File: src/rtl/weight_load_ctrl.sv
// weight_load_ctrl: streams DDR beats into the weight-buffer banks and launches kernel reads
// for tiles that are fully resident. Define WLC_PERF_CNT_EN to add stall/read-wait counters.
module weight_load_ctrl #(
    parameter int X_PE         = 16,
    parameter int X_MESH       = 16,
    parameter int ADDR_LEN     = 16,
    parameter int DATA_LEN     = 64,
    parameter int DDR_DATA_LEN = 256,
    parameter int TILE_W       = 8,
    parameter int TAPS         = 9,
    parameter int BUFFER_NUM   = 8 * X_PE * X_MESH / DATA_LEN,
    parameter int LANES        = DDR_DATA_LEN / DATA_LEN,
    parameter int GROUPS       = BUFFER_NUM / LANES
) (
    input  logic                    clk,
    input  logic                    rst,
    input  logic                    cmd_valid,
    output logic                    cmd_ready,
    input  logic [ADDR_LEN-1:0]     cmd_base,
    input  logic [TILE_W-1:0]       cmd_tiles,
    input  logic [DDR_DATA_LEN-1:0] ddr_data,
    input  logic                    ddr_valid,
    output logic                    ddr_ready,
    output logic [DDR_DATA_LEN-1:0] wb_data_wr,
    output logic [ADDR_LEN-1:0]     wb_wr_addr,
    output logic [BUFFER_NUM-1:0]   wb_wr_en,
    input  logic                    rd_req_valid,
    input  logic [TILE_W-1:0]       rd_req_tile,
    output logic                    rd_req_ready,
    output logic                    wb_rd_conf,
    output logic [ADDR_LEN-1:0]     wb_st_rd_addr,
    input  logic                    wb_idle,
    input  logic                    wb_ker_en,
    output logic                    load_done,
    output logic                    err_tile
`ifdef WLC_PERF_CNT_EN
    ,
    output logic [31:0]             stall_cycles,
    output logic [31:0]             rd_wait_cycles
`endif
);

    localparam int G_W = (GROUPS > 1) ? $clog2(GROUPS) : 1;
    localparam int W_W = (TAPS > 1) ? $clog2(TAPS) : 1;
    localparam logic [BUFFER_NUM-1:0] LANE_MASK = BUFFER_NUM'((1 << LANES) - 1);

    typedef enum logic {IDLE, LOAD} state_t;

    state_t              state;
    logic [ADDR_LEN-1:0] base;
    logic [ADDR_LEN-1:0] row_addr;
    logic [TILE_W-1:0]   tiles;
    logic [TILE_W-1:0]   tiles_loaded;
    logic [G_W-1:0]      g_cnt;
    logic [W_W-1:0]      w_cnt;
    logic                inflight;
    logic                cmd_fire;
    logic                beat;
    logic                rd_accept;
    logic                rd_err;

    assign cmd_fire = cmd_valid && cmd_ready;
    assign beat     = ddr_valid && ddr_ready;

    // NOTE: every signal assigned here gets a value on every path, so no latch is inferred.
    always_comb begin
        rd_accept    = rd_req_valid && !inflight && wb_idle && (rd_req_tile < tiles_loaded);
        rd_err       = rd_req_valid && (rd_req_tile >= tiles);
        rd_req_ready = rd_accept || rd_err;
    end

    // NOTE: state is updated with non-blocking assignments only, so every read sees pre-edge values.
    always_ff @(posedge clk) begin
        if (rst) begin
            state         <= IDLE;
            cmd_ready     <= 1'b1;
            ddr_ready     <= 1'b0;
            wb_data_wr    <= '0;
            wb_wr_addr    <= '0;
            wb_wr_en      <= '0;
            wb_rd_conf    <= 1'b0;
            wb_st_rd_addr <= '0;
            load_done     <= 1'b0;
            err_tile      <= 1'b0;
            base          <= '0;
            row_addr      <= '0;
            tiles         <= '0;
            tiles_loaded  <= '0;
            g_cnt         <= '0;
            w_cnt         <= '0;
            inflight      <= 1'b0;
        end else begin
            wb_wr_en   <= '0;
            load_done  <= 1'b0;
            wb_rd_conf <= 1'b0;
            err_tile   <= 1'b0;

            case (state)
                IDLE: begin
                    if (cmd_fire) begin
                        base         <= cmd_base;
                        row_addr     <= cmd_base;
                        tiles        <= cmd_tiles;
                        tiles_loaded <= '0;
                        g_cnt        <= '0;
                        w_cnt        <= '0;
                        if (cmd_tiles == '0) begin
                            load_done <= 1'b1;
                        end else begin
                            state     <= LOAD;
                            cmd_ready <= 1'b0;
                            ddr_ready <= 1'b1;
                        end
                    end
                end
                LOAD: begin
                    if (beat) begin
                        wb_data_wr <= ddr_data;
                        wb_wr_addr <= row_addr;
                        wb_wr_en   <= LANE_MASK << (int'(g_cnt) * LANES);
                        if (g_cnt == G_W'(GROUPS - 1)) begin
                            // Word rows are contiguous across tiles, so the row address just counts up.
                            g_cnt    <= '0;
                            row_addr <= row_addr + ADDR_LEN'(1);
                            if (w_cnt == W_W'(TAPS - 1)) begin
                                w_cnt        <= '0;
                                tiles_loaded <= tiles_loaded + TILE_W'(1);
                                if (tiles_loaded == tiles - TILE_W'(1)) begin
                                    state     <= IDLE;
                                    load_done <= 1'b1;
                                    cmd_ready <= 1'b1;
                                    ddr_ready <= 1'b0;
                                end
                            end else begin
                                w_cnt <= w_cnt + W_W'(1);
                            end
                        end else begin
                            g_cnt <= g_cnt + G_W'(1);
                        end
                    end
                end
                default: state <= IDLE;
            endcase

            if (rd_accept) begin
                wb_rd_conf    <= 1'b1;
                wb_st_rd_addr <= base + ADDR_LEN'(rd_req_tile) * ADDR_LEN'(TAPS);
                inflight      <= 1'b1;
            end else if (wb_ker_en) begin
                inflight <= 1'b0;
            end

            if (rd_err) begin
                err_tile <= 1'b1;
            end
        end
    end

`ifdef WLC_PERF_CNT_EN
    always_ff @(posedge clk) begin
        if (rst || cmd_fire) begin
            stall_cycles   <= '0;
            rd_wait_cycles <= '0;
        end else begin
            if (state == LOAD && !ddr_valid && stall_cycles != '1) begin
                stall_cycles <= stall_cycles + 32'd1;
            end
            if (rd_req_valid && !rd_req_ready && rd_wait_cycles != '1) begin
                rd_wait_cycles <= rd_wait_cycles + 32'd1;
            end
        end
    end
`endif

endmodule
File: config.mk
export PLATFORM = sky130hd
export DESIGN_NAME = weight_load_ctrl
export DESIGN_NICKNAME = d
export VERILOG_FILES = /design/src/rtl/weight_load_ctrl.sv
export SDC_FILE = /design/constraint.sdc
export NUM_CORES = 1
export LEC_CHECK = 0
export ABC_CLOCK_PERIOD_IN_PS = 7500
export CAP_MARGIN = 10
export CORE_AREA = 2 2 243 245
export DETAILED_ROUTE_END_ITERATION = 16
export DIE_AREA = 0 0 245 247
export PLACE_DENSITY = 0.58
export SYNTH_ARGS = -nofsm -noshare
export SYNTH_HDL_FRONTEND = slang
export SYNTH_SLANG_ARGS = --single-unit
export TNS_END_PERCENT = 50
File: constraint.sdc
create_clock -name clk -period 7.5 [get_ports clk]
set_input_delay 2.25 -clock clk [delete_from_list [all_inputs] [get_ports clk]]
set_output_delay 2.25 -clock clk [all_outputs]
set_load 0.05 [all_outputs]
==> results of run 1 <==
-- cell usage after synthesis (4+ instances only) --
cell / instances
o21ai_0: 12
nand3_1: 13
nor3_1: 12
a31oi_1: 8
nand2b_1: 8
clkbuf_1: 85
buf_2: 21
a211oi_1: 11
fa_1: 6
xnor2_1: 22
and3_1: 12
nand4_1: 7
a21o_1: 6
buf_4: 24
dfxtp_1: 358
ha_1: 48
or3_1: 5
nor2b_1: 7
xor2_1: 7
o21a_1: 4
mux2i_1: 18
nor2_1: 54
buf_1: 9
a2111oi_0: 6
nand2_1: 619
o211ai_1: 5
and2_1: 8
a21oi_1: 317
inv_1: 44
-- how the worst max path moves through the flow --
stage | start | end | slack (ps) | depth (start not counted)
floorplan | rd_req_tile[7] | rd_req_ready | 1540 | 7
global placement | rd_req_tile[0] | rd_req_ready | 970 | 10
detailed placement | rd_req_tile[0] | rd_req_ready | 990 | 10
CTS | rd_req_tile[0] | rd_req_ready | 980 | 10
global route | rd_req_tile[0] | rd_req_ready | 790 | 10
finish | rd_req_tile[0] | rd_req_ready | 1000 | 10
-- flip-flops by register name, summed over array words and instances, names as in the netlist, 3 cells and up --
name / count
base: 16
g_cnt: 3
row_addr: 16
tiles: 8
tiles_loaded: 8
w_cnt: 4
wb_data_wr: 256
wb_st_rd_addr: 16
wb_wr_addr: 16
wb_wr_en: 8
-- power by group through the flow --
stage | clock (W) | combinational [W] | sequential [W]
finish | 0.00203 | 0.000700 | 0.00201
detailed placement | 0 | 0.000702 | 0.00205
global placement | 0 | 0.000698 | 0.00205
global route | 0.00218 | 0.000756 | 0.00201
CTS | 0.00210 | 0.000706 | 0.00201
floorplan | 0 | 0.000267 | 0.00216
-- per-layer routing --
metal | up-vias | part of all wire
met5 | - | 0.00045
met4 | 4 | 0.027
met3 | 76 | 0.081
met2 | 499 | 0.50
met1 | 6639 | 0.40
li1 | 6985 | -
-- cell type report --
type	count	area, um2
diodes	4	10.0
clock buffers	64	1250
clock inverters	10	110
fillers	5919	35800
inverters	44	165
multi-input cells	1259	6460
flip-flops and latches	358	7170
well taps	773	967
repair buffers	631	6330
-- worst min-delay path, cell delays in order (launching register included) --
cell and delay [ps]:
dfxtp_1 310, nand2_1 50, a21oi_1 50
-- logic make-up (layout without fill, tap and decap cells) --
family	count (synthesis)	count (layout)	share of synthesized area
xor+xnor	29	29	0.0176
simple gates	761	761	0.215
other cells	0	4	0
buf+inv	183	749	0.0557
mux	19	19	0.0133
fa+ha+maj	54	54	0.0500
flops	358	358	0.497
compound gates	396	396	0.152
-- metrics by stage --
stage	util	cells
finish	0.386	3143
detailed placement	0.362	3065
global route	0.386	3139
floorplan	-	1800
global placement	0.362	3065
CTS	0.386	3139
==> summary.txt, run 1 <==
Run status
  – Run status: finished, final reports clean

Critical path
  – CP Max Fanout: 4
  – Slowest cell on the critical path: clkdlybuf4s50_1
  – R2R setup slack: about 4600 ps
  – Worst Path Required: ~5300 ps
  – Largest delay contributor family on the critical path: buffers and inverters
  – Crit Path Class: input pin to output pin
  – Reg2reg start: state$_SDFF_PP0_
  – WP data arrival: between 4000 and 5000 ps
  – Critical path's largest stage delay: ~560 ps
  – Sum of buffers and inverters on the critical path: 3
  – Worst reg2reg path depth: 6
  – Setup crit end kind: output pin
  – Crit-path cells: clkdlybuf4s50_1 > inv_1 > ha_1 > nand2b_1 > a21o_1 > a211oi_1 > o21ai_0 > o211ai_1 > nand2_1 > buf_4
  – Startpoint Class: input pin
  – R2r endpoint: wb_data_wr[234]$_SDFFE_PP0P_

STA
  – Final hold vios: 0
  – Final Max Slew Viols: 0
  – RSZ-0062 raised after global routing: no
  – Setup violators final: 0
  – Crit path time final: 6500 ps
  – Slew @ Worst Pin: around 1100 ps
  – Setup WS post-layout: between 1000 and 1500 ps
  – Clk_skew: 16.8 ps
  – Hold WS: 451 ps
  – Period utilization: 0.867
  – Max Fclk: approximately 0.15 GHz
  – Worst slew margin: 0.270
  – Setup TNS Final: 0 ps

Global routing
  – GR Util met3: 0.0544
  – Vias in the first global route: around 14,000
  – Antenna violations before repair: 5
  – First-pass GRT wire length: 80,100 um
  – GR Layer Usage met1: 0.192
  – Grt ovf: 0
  – GRT met2 Usage: 0.296
  – Global-route usage over all layers: 0.168
  – Gr busiest metal: met2
  – Largest net degree at the start of global routing: 134

Cells and area
  – Most frequent cells in the layout: 619 x nand2_1, 618 x clkdlybuf4s50_1, 358 x dfxtp_1
  – Layout cell share with drive strength beyond 1: 0.0385
  – NumNets Final: ~2,700
  – P&R area growth vs syn: 55.9%
  – Final instance area: 22,500 um2
  – Most common cell after layout, fill and taps aside: nand2_1

Power and ir drop
  – Switching power: 0.00125 W
  – Pwr per Cell Area: 211 nW/um2
  – Clock power share: 0.429
  – Int Pwr: roughly 0.0035 W
  – Comb power frac: 0.148
  – Tot Pwr: around 0.0047 W
  – Maximum VDD drop: 0.170 mV
  – Register share of total power: 0.424
  – Leak Pwr: about 7.8 nW
  – Switch share: 0.264

Yosys
  – Synth area leader: dfxtp_1
  – Post-Syn Nets: about 2,100
  – Post-synth EDFFs: 0
  – Mean Syn Cell Area: between 8 and 9 um2
  – Synth warnings: 0
  – Area contributors post-synth: dfxtp_1 50%, nand2_1 16%, a21oi_1 11%
  – Synth cell types: 59
  – Post-synth top flop: dfxtp_1
  – Syn Inst Count: around 1,800
  – Top cell type's share of synthesized area: 0.497
  – Seq cells post-synth: between 300 and 400
  – Synthesized cell area: 14,400 um2
  – Seq/Total Area, Yosys: 0.497
  – Synth async-reset ratio: 0

Placement
  – Buffers added on ports: just over 600
  – Placement Setup Slack: 990 ps
  – Placer Congestion: 0.866
  – Detailed Place HPWL: 39,700 um
  – Placed Area: ~21,000 um2

Detailed routing
  – DRT antenna net count: 0
  – Vias per std cell: 4.52
  – # DRC: 0
  – Drt first pass iters: 6
  – Starting DRT DRC Count: 683
  – Total wire length after detailed routing: between 50,000 and 60,000 um
  – Drt wl/cell: roughly 17 um
  – Vias: ~14,000

Floorplan
  – Die width: between 200 and 250 um
  – Core Footprint: 58,200 um2
  – Die Ht: approximately 250 um
  – Starting Density: 0.248
  – Die area: 60,500 um2
  – Row cnt: 89
  – I/O pin cnt: roughly 620

Min path
  – Hold depth: 2
  – Hold Path Sink: wb_data_wr[58]$_SDFFE_PP0P_
  – HP Start: wb_data_wr[58]$_SDFFE_PP0P_
  – Tightest Hold Check Type: register to register

Clock tree
  – Clock transition at path regs: roughly 60 ps
  – Post-CTS Setup Repair Bufs: 0
  – Clk buf depth: 3
  – H-Tree Depth: 2
  – Clock latency on the worst-skew pair: 550 ps
  – Total CTS buffers: between 40 and 50
  – CTS Root Cell: clkbuf_16
  – CTS tree: built
  – Hold Buf Count CTS: 0
  – Resized cells post-CTS: 0
  – CTS sink count: between 300 and 400

Job
  – Maximum capacitance violations: 0
(Power assumes the default switching activity.)
==> run 2: changes to the inputs <==
Settings changed: ABC_CLOCK_PERIOD_IN_PS 7500 to 7400, CORE_AREA 2 2 243 245 to 2 2 242 244, DIE_AREA 0 0 245 247 to 0 0 244 246.
Clock period 7.5 ns to 7.4 ns, I/O delays scaled along.
==> summary.txt, run 2 (same netlist as run 1, synthesis figures left out) <==
Floorplan
  – I/O pin cnt: 621 (unchanged)
  – Die Ht: 246 um (was 247 um)
  – Core Footprint: 57,400 um2 (was 58,200 um2)
  – Die width: 244 um (was 245 um)
  – Row cnt: 88 (was 89)
  – Die area: 60,000 um2 (was 60,500 um2)
  – Starting Density: 0.251 (was 0.248)

Placement
  – Buffers added on ports: 620 (unchanged)
  – Dpl cells: 3,056 (was 3,065)
  – Detailed Place HPWL: 39,100 um (was 39,700 um)
  – Placer Congestion: 0.877 (was 0.866)
  – Placed Area: 21,100 um2 (about the same)

Global routing
  – Vias in the first global route: 14,000 (was 13,900)
  – Antenna violations before repair: 4 (was 5)
  – Grt ovf: 0 (unchanged)
  – Largest net degree at the start of global routing: 146 (was 134)
  – Global-route usage over all layers: 0.167 (was 0.168)
  – First-pass GRT wire length: 79,600 um (was 80,100 um)

Cells and area
  – Area of the multi-input gates: 6460 um2 (unchanged)
  – P&R area growth vs syn: 56.3% (was 55.9%)
  – Biggest register: wb_data_wr (unchanged)
  – Most common cell after layout, fill and taps aside: nand2_1 (unchanged)
  – Non-Filler Instances: 3,135 (was 3,143)
  – Layout cell share with drive strength beyond 1: 0.0389 (was 0.0385)
  – Most frequent cells in the layout: 619 x nand2_1, 618 x clkdlybuf4s50_1, 358 x dfxtp_1 (unchanged)
  – Max reg flops: 256 (unchanged)
  – Final instance area: 22,500 um2 (about the same)
  – NumNets Final: 2,685 (unchanged)
  – Utilization after layout: 0.393 (was 0.386)
  – Register Area: 7170 um2 (unchanged)
  – Filler cells: 5,812 (was 5,919)

STA
  – RSZ-0062 raised after global routing: no (unchanged)
  – Setup violators final: 0 (unchanged)
  – Final hold vios: 0 (unchanged)
  – Worst slew margin: 0.323 (was 0.270)
  – Final Max Slew Viols: 0 (unchanged)
  – Slew @ Worst Pin: 1020 ps (was 1090 ps)
  – Setup TNS Final: 0 ps (unchanged)
  – Crit path time final: 6410 ps
  – Period utilization: 0.866
  – Max Fclk: about 0.16 GHz
  – Clk_skew: 16.0 ps (was 16.8 ps)
  – Hold WS: 452 ps (was 451 ps)

Detailed routing
  – Drt first pass iters: 5 (was 6)
  – Drt wl/cell: 16.9 um (was 17.0 um)
  – DRT antenna net count: 0 (unchanged)
  – Starting DRT DRC Count: 710 (was 683)
  – Vias: 14,100 (was 14,200)
  – Vias per std cell: 4.50 (was 4.52)
  – Total wire length after detailed routing: 53,000 um (was 53,500 um)
  – # DRC: 0 (unchanged)

Critical path
  – Setup crit end kind: output pin (unchanged)
  – Worst Path Required: 5180 ps (was 5250 ps)
  – Crit Path Class: input pin to output pin (unchanged)
  – CP Max Fanout: 4 (unchanged)
  – Critical path's largest stage delay: 550 ps (was 560 ps)
  – Slowest cell on the critical path: clkdlybuf4s50_1 (unchanged)
  – WP data arrival: 4190 ps (was 4250 ps)
  – Crit-path cells: clkdlybuf4s50_1 > inv_1 > ha_1 > nand2b_1 > a21o_1 > a211oi_1 > o21ai_0 > o211ai_1 > nand2_1 > buf_4 (unchanged)
  – Startpoint Class: input pin (unchanged)

Clock tree
  – Hold Buf Count CTS: 0 (unchanged)
  – CTS sink count: 358 (unchanged)
  – CTS tree: built (unchanged)
  – Clock latency on the worst-skew pair: 550 ps (about the same)
  – Clk buf depth: 3 (unchanged)
  – Resized cells post-CTS: 0 (unchanged)
  – Post-CTS Setup Repair Bufs: 0 (unchanged)
  – Total CTS buffers: 43 (was 42)
  – Clock transition at path regs: 60 ps (about the same)
  – H-Tree Depth: 2 (unchanged)
  – CTS Root Cell: clkbuf_16 (unchanged)

Job
  – Maximum capacitance violations: 0 (unchanged)

Power and ir drop
  – Pwr per Cell Area: 218 nW/um2 (was 211 nW/um2)
  – Leak Pwr: 7.88 nW (was 7.84 nW)
  – Maximum VDD drop: 0.166 mV (was 0.170 mV)

Run status
  – Run status: finished, final reports clean (unchanged)

Min path
  – Tightest Hold Check Type: register to register (unchanged)
==> run 2: layer usage <==
layer / global-route usage / routed length (um)
met5: 0 / 13
met4: 0.0577 / 1530
met3: 0.0512 / 4460
met2: 0.299 / 26400
met1: 0.187 / 20600
==> run 2: through the flow <==
| step | setup WS, ps | total power [W] |
|---|---|---|
| after global placement | 931 | 0.00278 |
| after CTS | 982 | 0.00500 |
| final | 989 | 0.00491 |
| after global routing | 884 | 0.00513 |
| after detailed placement | 993 | 0.00278 |
| after floorplan | 1500 | 0.00246 |
==> run 2: path summary, 6_finish.rpt <==
check	from	end	slack [ps]	depth (start not counted)
worst max-delay path	rd_req_tile[0]	rd_req_ready	990	10
worst min register to register	wb_data_wr[90]$_SDFFE_PP0P_	wb_data_wr[90]$_SDFFE_PP0P_	450	2
worst max register to register	state$_SDFF_PP0_	wb_data_wr[12]$_SDFFE_PP0P_	4600	5
worst min-delay path	wb_data_wr[90]$_SDFFE_PP0P_	wb_data_wr[90]$_SDFFE_PP0P_	450	2
==> run 2: worst max-delay path, delay by kind of cell <==
family,cells,cell delay (ps)
compound gates,4,660
fa+ha+maj,1,280
buf+inv,3,810
simple gates,2,220
==> run 2: power breakdown <==
part	internal, W	switching, W
combinational	0.000313	0.000393
clock	0.00133	0.000840
sequential	0.00199	0.0000493
total	0.00363	0.00128
==> run 2: cell type report <==
class,count,area share
timing repair buffer,630,0.281
clock inverter,12,0.00755
multi-input combinational,1259,0.287
sequential,358,0.318
clock buffer,65,0.0569
antenna,2,0.000222
tap,765,0.0425
inverter,44,0.00733
==> run 3: changes to the inputs <==
Settings changed: CTS_BUF_LIST set to sky130_fd_sc_hd__clkbuf_16.
==> summary.txt, run 3 (same netlist as run 1, synthesis figures left out) <==
Clock tree
  – Resized cells post-CTS: 0 (unchanged)
  – Clk buf depth: 3 (unchanged)
  – Clock transition at path regs: 60 ps (about the same)
  – Hold Buf Count CTS: 0 (unchanged)
  – Clock latency on the worst-skew pair: 550 ps (about the same)
  – CTS Root Cell: clkbuf_16 (unchanged)
  – Post-CTS Setup Repair Bufs: 0 (unchanged)
  – H-Tree Depth: 2 (unchanged)
  – CTS sink count: 358 (unchanged)
  – Total CTS buffers: 43 (unchanged)
  – CTS tree: built (unchanged)

Critical path
  – Crit Path Class: input pin to output pin (unchanged)
  – Sum of buffers and inverters on the critical path: 3 (unchanged)
  – R2r endpoint: wb_data_wr[12]$_SDFFE_PP0P_ (unchanged)
  – Critical path's largest stage delay: 550 ps (about the same)
  – Crit-path cells: clkdlybuf4s50_1 > inv_1 > ha_1 > nand2b_1 > a21o_1 > a211oi_1 > o21ai_0 > o211ai_1 > nand2_1 > buf_4 (unchanged)
  – CP Max Fanout: 4 (unchanged)
  – Setup crit end kind: output pin (unchanged)
  – Worst Path Required: 5180 ps (about the same)
  – WP data arrival: 4190 ps (about the same)
  – Reg2reg start: state$_SDFF_PP0_ (unchanged)
  – Startpoint Class: input pin (unchanged)
  – Largest delay contributor family on the critical path: buffers and inverters (unchanged)
  – Slowest cell on the critical path: clkdlybuf4s50_1 (unchanged)
  – Worst reg2reg path depth: 5 (unchanged)
  – R2R setup slack: 4600 ps (about the same)

STA
  – Final hold vios: 0 (unchanged)
  – Clk_skew: 16.6 ps (was 16.0 ps)
  – Final Max Slew Viols: 0 (unchanged)
  – Max Fclk: 0.156 GHz (about the same)
  – Setup violators final: 0 (unchanged)
  – Setup TNS Final: 0 ps (unchanged)
  – Period utilization: 0.867 (was 0.866)
  – RSZ-0062 raised after global routing: no (unchanged)
  – Crit path time final: 6410 ps (about the same)
  – Slew @ Worst Pin: 1010 ps (was 1020 ps)
  – Worst slew margin: 0.325 (was 0.323)

Placement
  – Buffers added on ports: 620 (unchanged)
  – Placer Congestion: 0.877 (unchanged)
  – Detailed Place HPWL: 39,100 um (unchanged)

Global routing
  – Grt ovf: 0 (unchanged)
  – Antenna violations before repair: 4 (unchanged)
  – First-pass GRT wire length: 79,600 um (about the same)
  – Global-route usage over all layers: 0.167 (about the same)
  – Largest net degree at the start of global routing: 146 (unchanged)
  – Vias in the first global route: 14,000 (about the same)

Cells and area
  – Biggest register: wb_data_wr (unchanged)
  – Most common cell after layout, fill and taps aside: nand2_1 (unchanged)
  – P&R area growth vs syn: 55.8% (was 56.3%)
  – Filler cells: 5,825 (was 5,812)
  – Most frequent cells in the layout: 619 x nand2_1, 618 x clkdlybuf4s50_1, 358 x dfxtp_1 (unchanged)
  – NumNets Final: 2,685 (unchanged)
  – Utilization after layout: 0.391 (was 0.393)
  – Layout cell share with drive strength beyond 1: 0.0355 (was 0.0389)
  – Max reg flops: 256 (unchanged)

Detailed routing
  – DRT antenna net count: 0 (unchanged)
  – Vias: 14,100 (about the same)
  – Drt first pass iters: 6 (was 5)
  – Vias per std cell: 4.50 (about the same)
  – # DRC: 0 (unchanged)
  – Starting DRT DRC Count: 710 (unchanged)
  – Total wire length after detailed routing: 53,000 um (about the same)
  – Drt wl/cell: 16.9 um (about the same)

Power and ir drop
  – Switching power: 0.00128 W (about the same)
  – Leak Pwr: 7.89 nW (was 7.88 nW)
  – Register share of total power: 0.423 (was 0.414)
  – Switch share: 0.266 (was 0.261)
  – Int Pwr: 0.00353 W (was 0.00363 W)
  – Maximum VDD drop: 0.165 mV (was 0.166 mV)
  – Comb power frac: 0.147 (was 0.144)
  – Pwr per Cell Area: 214 nW/um2 (was 218 nW/um2)
  – Clock power share: 0.430 (was 0.442)

Floorplan
  – Row cnt: 88 (unchanged)
  – Die Ht: 246 um (unchanged)
  – Core Footprint: 57,400 um2 (unchanged)
  – I/O pin cnt: 621 (unchanged)
  – Starting Density: 0.251 (unchanged)
  – Die area: 60,000 um2 (unchanged)
  – Die width: 244 um (unchanged)

Min path
  – Hold depth: 2 (unchanged)
  – Tightest Hold Check Type: register to register (unchanged)
  – HP Start: wb_data_wr[90]$_SDFFE_PP0P_ (unchanged)
  – Hold Path Sink: wb_data_wr[90]$_SDFFE_PP0P_ (unchanged)

Run status
  – Run status: finished, final reports clean (unchanged)

Job
  – Maximum capacitance violations: 0 (unchanged)
-- run 3: layout make-up --
| type | count | area, um2 | share of cell area |
|---|---|---|---|
| clock buffers | 45 | 1130 | 0.0502 |
| multi-input cells | 1259 | 6460 | 0.288 |
| diodes | 2 | 5.00 | 0.000223 |
| inverters | 44 | 165 | 0.00736 |
| flip-flops and latches | 358 | 7170 | 0.319 |
| well taps | 765 | 957 | 0.0426 |
| clock inverters | 32 | 245 | 0.0109 |
| repair buffers | 630 | 6320 | 0.282 |
-- run 3: power groups by stage --
stage | clock (W) | combinational [W] | sequential [W]
6_report | 0.00207 | 0.000705 | 0.00204
5_1_grt | 0.00222 | 0.000764 | 0.00204
4_1_cts | 0.00215 | 0.000712 | 0.00203
3_5_place_dp | 0 | 0.000708 | 0.00208
3_3_place_gp | 0 | 0.000703 | 0.00207
2_1_floorplan | 0 | 0.000271 | 0.00219
-- run 3: worst max path at each step --
| stage | from | to | slack, ps | depth (start not counted) |
|---|---|---|---|---|
| after global routing | rd_req_tile[0] | rd_req_ready | 880 | 10 |
| final | rd_req_tile[0] | rd_req_ready | 990 | 10 |
| after global placement | rd_req_tile[0] | rd_req_ready | 930 | 10 |
| after detailed placement | rd_req_tile[0] | rd_req_ready | 990 | 10 |
| after floorplan | rd_req_tile[7] | rd_req_ready | 1500 | 7 |
| after CTS | rd_req_tile[0] | rd_req_ready | 980 | 10 |
-- run 3: layer usage --
layer  share of wire  GRT usage  vias up
li1                -          -     6974
met5         0.00025          0        -
met4           0.033     0.0621        2
met3           0.083     0.0514       92
met2            0.49      0.296      530
met1            0.39      0.187     6505
-- run 3: worst register-to-register path: stages (launching register included) --
cell	delay (ps)
dfxtp_1	300
buf_4	340
and3_4	870
buf_4	810
nand2_1	230
a21oi_1	170
-- run 3: per-stage QoR --
stage | setup slack [ps] | cell area (um2) | hold slack [ps] | total power, W | std cells
after global placement | 931 | 21100 | 440 | 0.00278 | 3056
final | 986 | 22500 | 452 | 0.00481 | 3135
after detailed placement | 993 | 21100 | 445 | 0.00278 | 3056
after CTS | 982 | 22400 | 454 | 0.00489 | 3133
after floorplan | 1500 | 14400 | 436 | 0.00246 | 1800
after global routing | 884 | 22400 | 469 | 0.00502 | 3134
